$ cat src/rtl/airplane_draw_ctrl.sv
`default_nettype none
// ============================================================================
//  Module   : airplane_draw_ctrl
//  Purpose  : Erase-then-draw sequencer for the airplane sprite datapath and
//             the VGA plot strobe.
//  Revision : 1.0
// ============================================================================
module airplane_draw_ctrl #(
    parameter int         SIDE     = 4,
    parameter logic [2:0] BG_COLOR = 3'b000,
    parameter int         X_MAX    = 316,
    parameter int         Y_MAX    = 236
) (
    input  logic       clk,
    input  logic       reset_n,
    input  logic       start,
    input  logic [8:0] new_x,
    input  logic [7:0] new_y,
    input  logic [2:0] new_color,
    output logic       ready,
    output logic       done,
    output logic       ld_x,
    output logic       ld_y,
    output logic       ld_color,
    output logic [8:0] x_load,
    output logic [7:0] y_load,
    output logic [2:0] color_load,
    output logic       dp_enable,
    output logic       plot
);

    localparam int c_NPIX = SIDE * SIDE;
    localparam int c_CW   = (c_NPIX > 1) ? $clog2(c_NPIX) : 1;
    localparam logic [c_CW-1:0] c_LAST  = c_CW'(c_NPIX - 1);
    localparam logic [8:0]      c_X_MAX = 9'(X_MAX);
    localparam logic [7:0]      c_Y_MAX = 8'(Y_MAX);

    localparam logic [2:0] S_IDLE   = 3'd0;
    localparam logic [2:0] S_LOAD_E = 3'd1;
    localparam logic [2:0] S_ERASE  = 3'd2;
    localparam logic [2:0] S_LOAD_D = 3'd3;
    localparam logic [2:0] S_DRAW   = 3'd4;
    localparam logic [2:0] S_DONE   = 3'd5;

    logic [2:0]      r_state;
    logic [c_CW-1:0] r_count;
    logic            r_has_old;
    logic [8:0]      r_old_x;
    logic [7:0]      r_old_y;
    logic [8:0]      r_req_x;
    logic [7:0]      r_req_y;
    logic [2:0]      r_req_c;

    logic            w_accept;
    logic            w_last;
    logic [8:0]      w_clamp_x;
    logic [7:0]      w_clamp_y;

    assign w_accept  = start && (r_state == S_IDLE);
    assign w_last    = (r_count == c_LAST);
    assign w_clamp_x = (new_x > c_X_MAX) ? c_X_MAX : new_x;
    assign w_clamp_y = (new_y > c_Y_MAX) ? c_Y_MAX : new_y;

    always_ff @(posedge clk) begin
        if (!reset_n) begin
            r_state   <= S_IDLE;
            r_count   <= '0;
            r_has_old <= 1'b0;
            r_old_x   <= '0;
            r_old_y   <= '0;
            r_req_x   <= '0;
            r_req_y   <= '0;
            r_req_c   <= '0;
        end else begin
            case (r_state)
                S_IDLE: begin
                    if (w_accept) begin
                        r_req_x <= w_clamp_x;
                        r_req_y <= w_clamp_y;
                        r_req_c <= new_color;
                        r_state <= r_has_old ? S_LOAD_E : S_LOAD_D;
                    end
                end
                S_LOAD_E: r_state <= S_ERASE;
                S_ERASE: begin
                    r_count <= r_count + c_CW'(1);
                    if (w_last) begin
                        r_count <= '0;
                        r_state <= S_LOAD_D;
                    end
                end
                S_LOAD_D: r_state <= S_DRAW;
                S_DRAW: begin
                    r_count <= r_count + c_CW'(1);
                    if (w_last) begin
                        // The drawn position becomes the one to erase next time.
                        r_old_x   <= r_req_x;
                        r_old_y   <= r_req_y;
                        r_has_old <= 1'b1;
                        r_count   <= '0;
                        r_state   <= S_DONE;
                    end
                end
                S_DONE:  r_state <= S_IDLE;
                default: r_state <= S_IDLE;
            endcase
        end
    end

    always_comb begin
        ready      = 1'b0;
        done       = 1'b0;
        ld_x       = 1'b0;
        ld_y       = 1'b0;
        ld_color   = 1'b0;
        x_load     = '0;
        y_load     = '0;
        color_load = '0;
        dp_enable  = 1'b0;
        case (r_state)
            S_IDLE: ready = 1'b1;
            S_LOAD_E: begin
                ld_x       = 1'b1;
                ld_y       = 1'b1;
                ld_color   = 1'b1;
                x_load     = r_old_x;
                y_load     = r_old_y;
                color_load = BG_COLOR;
            end
            S_LOAD_D: begin
                ld_x       = 1'b1;
                ld_y       = 1'b1;
                ld_color   = 1'b1;
                x_load     = r_req_x;
                y_load     = r_req_y;
                color_load = r_req_c;
            end
            S_ERASE, S_DRAW: dp_enable = 1'b1;
            S_DONE:  done = 1'b1;
            default: ready = 1'b0;
        endcase
    end

    assign plot = dp_enable;

endmodule
`default_nettype wire

$ cat config.mk
export PLATFORM = sky130hd
export DESIGN_NAME = airplane_draw_ctrl
export DESIGN_NICKNAME = d
export VERILOG_FILES = /design/src/rtl/airplane_draw_ctrl.sv
export SDC_FILE = /design/constraint.sdc
export NUM_CORES = 1
export LEC_CHECK = 0
export ABC_AREA = 1
export BUFFER_PORTS_ARGS = -buffer_cell sky130_fd_sc_hd__buf_2
export CELL_PAD_IN_SITES_DETAIL_PLACEMENT = 1
export CELL_PAD_IN_SITES_GLOBAL_PLACEMENT = 1
export CORE_MARGIN = 1.5
export CORE_UTILIZATION = 34
export CTS_BUF_LIST = sky130_fd_sc_hd__clkbuf_8 sky130_fd_sc_hd__clkbuf_16
export DETAILED_ROUTE_END_ITERATION = 12
export PLACE_DENSITY = 0.72
export SETUP_SLACK_MARGIN = 0.5
export SLEW_MARGIN = 10
export SYNTH_ARGS = -nofsm -noshare
export SYNTH_HDL_FRONTEND = slang
export SYNTH_SLANG_ARGS = --single-unit
$ cat constraint.sdc
create_clock -name clk -period 1.15 [get_ports clk]
set_input_delay 0.23 -clock clk [delete_from_list [all_inputs] [get_ports clk]]
set_output_delay 0.23 -clock clk [all_outputs]
set_load 0.01 [all_outputs]
==> results.toml, run 1 <==
[clock_tree]
numCtsBuffers = 5
clockBufferDepth = 2
insertion_delay_ns = 0.32
clock-sinks = 45
htreeDepth = 2
tritoncts = "done"
clkTransAtPathRegs_ns = 0.09
root_buffer = "clkbuf_8"

[logic_synthesis]
synth.largest_area_cell = "dfxtp_1"
synth-edff-count = 0
yosys-top-cells-count = "45 x dfxtp_1, 45 x nor2_1, 34 x nand2_1, 34 x nand3_1, 27 x a21oi_1"
synth_cells = 283
synth_nets = 307
syn_area_sq_um = 2110
synth_top_area_frac = 0.427
yosys-top-cells-area = "dfxtp_1 43%, nand3_1 8.1%, nor2_1 8.0%, a21oi_1 6.4%, nand2_1 6.0%"
avgSynthCellArea_sq_um = 7.46
synthArstFlopShare = 0
ys_types = 28
synth_ff_type = "dfxtp_1"
ys_ff_latch = 45
yosysSeqAreaShare = 0.427
yosys_warnings = 0

[timing]
clock-skew-final_ns = 0.0136
fmax_mhz = 593
finalCritPeriodShare = 1.47
setup_tns_ns = -27.78
setup_ws_ns = -0.538
setup_viol = 72
min_period_ns = 1.69
finalMaxSlewViolations = 0
final-hold-violation-count = 0
tightestPinTransition_ns = 0.444
relSlewSlack = 0.704
rsz0062_at_grt = "yes"

[die]
die_w_um = 81.8
die_y_um = 81.8
core-area_sq_um = 5960
start_util = 0.354
die_area_sq_um = 6690
pin_count = 50
rows = 28

[drt]
wire_per_inst_um = 23.4
ant_nets = 0
drt_first_iter_violations = 76
avgViaCountPerCell = 5.52
finalWirelength_mm = 10.9
route.detailed.drc = 0
num_vias = 2567
first_pass_iters = 4

[setup_path]
path_max_fanout = 4
critPathLaunchType = "register"
cp.required_ns = 0.92
worstSetupEndpointType = "output port"
critical_path_class = "register to output port"
cp_data_arrival_time_ns = 1.46

[grt]
grt_pass1_vias = 2565
grt_overflow = 0
antenna_found_initial = 0
grt_usage = 0.276
grt_max_degree = 28
grt_pass1_wl_mm = 13.5

[finish]
fin_area_sq_um = 4010
drive_gt1_frac = 0.672
fin_nets = 413
fillers = 660
diodes = 0
syn2layout_area_growth_pct = 89.8

[placement]
dp_hpwl_mm = 4.46
numPortBuffers = 49
globalplace.congestion = 0.735
place_area_sq_um = 2690
place_ws_ns = -0.154

[pwr]
p_total_uw = 8660
cellPowerDensity_nw_per_um2 = 2160
irDropWorstVdd_mv = 1.19
power.leakage_uw = 0.00169

[outcome]
status = "finished, violations left"
failed_checks = "negative setup slack"

[run]
cap_violations = 0

[worst_hold_path]
hold_path.class = "input port to register"
## worst paths after layout
| kind | from | depth (start not counted) | slack [ns] | endpoint |
|---|---|---|---|---|
| max | r_state[0]$_SDFFE_PN0P_ | 7 | -0.54 | y_load[4] |
| min | new_x[7] | 3 | 0.16 | r_req_x[7]$_SDFFE_PN0P_ |
| max reg2reg | r_state[1]$_SDFFE_PN0P_ | 10 | -0.46 | r_old_y[0]$_SDFFE_PN0P_ |
| min reg2reg | r_req_c[1]$_SDFFE_PN0P_ | 2 | 0.50 | r_req_c[1]$_SDFFE_PN0P_ |
## logic make-up after synthesis
group	share of synthesized area
buf+inv	0.0978
simple gates	0.283
compound gates	0.186
fa+ha+maj	0.00593
flops	0.427
## cell type report
class                           count  area (sq um)  share of cell area
Clock buffer                        6          82.6              0.0206
Clock inverter                      2          36.3             0.00906
Inverter                           18          93.8              0.0234
Multi-Input combinational cell    202          1590               0.396
Sequential cell                    45           912               0.228
Tap cell                           75          93.8              0.0234
Timing Repair Buffer              116          1180               0.296
Timing Repair inverter              1          16.3             0.00406
## cells in the final DEF, fill, tap and decap left out, drive strengths merged
| cell | synthesis | layout |
|---|---|---|
| buf | 13 | 115 |
| nor2 | 48 | 48 |
| dfxtp | 45 | 45 |
| o21ai | 41 | 41 |
| nand2 | 37 | 38 |
| nand3 | 37 | 37 |
| a21oi | 29 | 29 |
| inv | 17 | 18 |
| clkbuf | 6 | 7 |
| or2 | 2 | 2 |
| a211oi | 2 | 2 |
| clkinv | 1 | 2 |
| nor3 | 1 | 1 |
| o21bai | 1 | 1 |
| nand4 | 1 | 1 |
| a22oi | 1 | 1 |
| ha | 1 | 1 |
| bufinv | 0 | 1 |
## state kept, by name, indices dropped and copies added (netlist names)
register   count
r_old_x        9
r_req_c        3
r_old_y        8
r_has_old      1
r_req_y        8
r_count        4
r_req_x        9
r_state        3
## critical path, cell delays in order (launching register included)
cell	delay [ns]
dfxtp_4	0.37
inv_4	0.04
nor2_4	0.15
buf_6	0.15
buf_6	0.12
nand3_2	0.07
o21ai_2	0.08
buf_2	0.16
## stage by stage
step                      cells  hold WS (ns)   util
final                       465         0.160  0.673
after global routing        465         0.181  0.673
after CTS                   457         0.172  0.575
after detailed placement    423         0.449  0.452
after global placement      423         0.446  0.452
after floorplan             283         0.373      -
## metal layers
metal  wire (um)  global-route usage
met5           0                   0
met4         504               0.119
met3         359              0.0589
met2        5610               0.496
met1        4400               0.312
## repair_timing
item	4_1_cts	5_1_grt
hold endpoints to repair	0	0
cloned	6	2
hold buffers	0	0
endpoints found under the setup margin	72	72
buffers inserted	20	6
resized for setup	89	113
pin swaps	13	36
## where the power goes
group / internal, uW / switching, uW / leakage, uW / total (uW)
Clock: 710 / 637 / 0.0000617 / 1350
Combinational: 2430 / 2700 / 0.00126 / 5130
Sequential: 1870 / 310 / 0.000370 / 2180
Power figures use the tool's default switching activity.
==> run 2: changes to the inputs <==
--- a/config.mk
+++ b/config.mk
@@ -9,7 +9,7 @@
 export BUFFER_PORTS_ARGS = -buffer_cell sky130_fd_sc_hd__buf_2
 export CELL_PAD_IN_SITES_DETAIL_PLACEMENT = 1
 export CELL_PAD_IN_SITES_GLOBAL_PLACEMENT = 1
-export CORE_MARGIN = 1.5
+export CORE_MARGIN = 2
 export CORE_UTILIZATION = 34
 export CTS_BUF_LIST = sky130_fd_sc_hd__clkbuf_8 sky130_fd_sc_hd__clkbuf_16
 export DETAILED_ROUTE_END_ITERATION = 12
==> constraint.sdc (replaced) <==
create_clock -name clk -period 1.5 [get_ports clk]
set_input_delay 0.3 -clock clk [delete_from_list [all_inputs] [get_ports clk]]
set_output_delay 0.3 -clock clk [all_outputs]
set_load 0.01 [all_outputs]
==> results.toml, run 2 (synthesis results as in run 1) <==
[die]
rows = 28
pin_count = 50
core-area_sq_um = 5960
die_y_um = 82.8
die_w_um = 82.8
start_util = 0.354
die_area_sq_um = 6850

[timing]
setup_ws_ns = -0.267
clock-skew-final_ns = 0.00626
fmax_mhz = 566
setup_viol = 69
tightestPinTransition_ns = 0.494
finalCritPeriodShare = 1.18
min_period_ns = 1.77
rsz0062_at_grt = "yes"
finalMaxSlewViolations = 0
setup_tns_ns = -10.83
final-hold-violation-count = 0
relSlewSlack = 0.670

[clock_tree]
clockBufferDepth = 2
numCtsBuffers = 5
cts_hold_buf = 0
clock-sinks = 45
root_buffer = "clkbuf_8"
tritoncts = "done"
insertion_delay_ns = 0.32
clkTransAtPathRegs_ns = 0.10
htreeDepth = 2

[worst_hold_path]
worstHoldStart = "new_color[2]"
hold_path.class = "input port to register"

[pwr]
power.leakage_uw = 0.00162
irDropWorstVdd_mv = 0.968
p_total_uw = 6530
cellPowerDensity_nw_per_um2 = 1680

[grt]
grt_pass1_vias = 2478
grt_max_degree = 38
grt_overflow = 0
grt_usage = 0.265
grt_pass1_wl_mm = 13.3
antenna_found_initial = 1

[run]
cap_violations = 0

[placement]
place_area_sq_um = 2620
numPortBuffers = 49
place_ws_ns = 0.0536
dp_hpwl_mm = 4.28
dp.cells = 399
globalplace.congestion = 0.713

[drt]
ant_nets = 0
drt_first_iter_violations = 98
num_vias = 2406
avgViaCountPerCell = 5.36
first_pass_iters = 4
wire_per_inst_um = 21.4
finalWirelength_mm = 9.61
route.detailed.drc = 0

[setup_path]
critical_path_class = "register to output port"
path_cells = "inv_4, nor2_4, buf_6, buf_12, nand3_1, o21ai_2, buf_2"
cp.required_ns = 1.20
r2r-start = "r_state[0]$_SDFFE_PN0P_"
path_max_fanout = 5
cp_data_arrival_time_ns = 1.47
critical_path.slowest_cell = "dfxtp_4"
worstSetupEndpointType = "output port"
cp-startpoint = "r_state[0]$_SDFFE_PN0P_"
max_stage_delay_ns = 0.37
critPathLaunchType = "register"

[outcome]
failed_checks = "negative setup slack"
status = "finished, violations left"

[finish]
layout_commonest_cell = "dfxtp_1"
fillers = 675
fin_nets = 396
most-common-layout-cells = "41 x dfxtp_1, 39 x buf_6, 34 x nor2_1, 34 x buf_2, 30 x o21ai_2"
top_regs = "r_old_x (9), r_req_x (9)"
syn2layout_area_growth_pct = 83.8
final_cells = 449
drive_gt1_frac = 0.651
fin_area_sq_um = 3880
## run 2: cell count changes in the layout (fill, tap and decap cells not counted), moves of 3 or more
cell | before | now
buf_6 | 51 | 39
nand2_2 | 7 | 12
nand2_1 | 26 | 20
o21ai_2 | 27 | 30
o21ai_1 | 5 | 1
nand3_1 | 5 | 9
buf_4 | 16 | 8
buf_8 | 0 | 5
nor2_1 | 28 | 34
nand3_2 | 27 | 22
nor2_2 | 12 | 6
## run 2: final cells by class
class / count / area [sq um] / share of cell area
Clock inverter: 3 / 21.3 / 0.00548
Sequential cell: 45 / 911 / 0.235
Multi-Input combinational cell: 201 / 1590 / 0.409
Tap cell: 75 / 93.8 / 0.0242
Inverter: 18 / 100 / 0.0258
Timing Repair Buffer: 101 / 1090 / 0.282
Antenna cell: 1 / 2.50 / 0.000645
Clock buffer: 5 / 68.8 / 0.0177
## run 2: final timing paths
| path | slack [ns] | end | cells after the start |
|---|---|---|---|
| setup / recovery | -0.27 | y_load[7] | 7 |
| setup reg to reg | -0.21 | r_old_x[1]$_SDFFE_PN0P_ | 10 |
| hold / removal | 0.24 | r_req_c[2]$_SDFFE_PN0P_ | 3 |
| hold reg to reg | 0.46 | r_req_c[2]$_SDFFE_PN0P_ | 2 |
## run 2: worst max-delay path, delay by kind of cell (launching register included)
kind                   cells  cell delay [ns]
AOI/OAI and AO/OA          1             0.08
buffers and inverters      4             0.49
DFF                        1             0.37
and+or+nand+nor            2             0.21
## run 2: power breakdown
part	switching, uW	total, uW	internal [uW]	leakage [uW]
sequential	252	1690	1440	0.000369
clock	512	844	332	0.0000445
combinational	1990	4000	2010	0.00121
## run 2: layer usage
metal	global-route usage	wire length, um	up-vias
met5	0	0	-
met4	0.0689	247	0
met3	0.0552	500	24
met2	0.478	5070	81
met1	0.319	3790	1176
li1	-	-	1125
## run 2: repair_timing
item / 4_1_cts / 5_1_grt
pin swaps: 17 / 18
buffers inserted: 24 / 10
gates cloned: 6 / 1
endpoints found under the setup margin: 72 / 72
resized for setup: 120 / 48
## run 2: metrics by stage
step	hold WS [ns]	utilization
floorplan	0.431	-
global placement	0.441	0.440
detailed placement	0.451	0.440
CTS	0.247	0.596
global route	0.250	0.651
finish	0.236	0.651
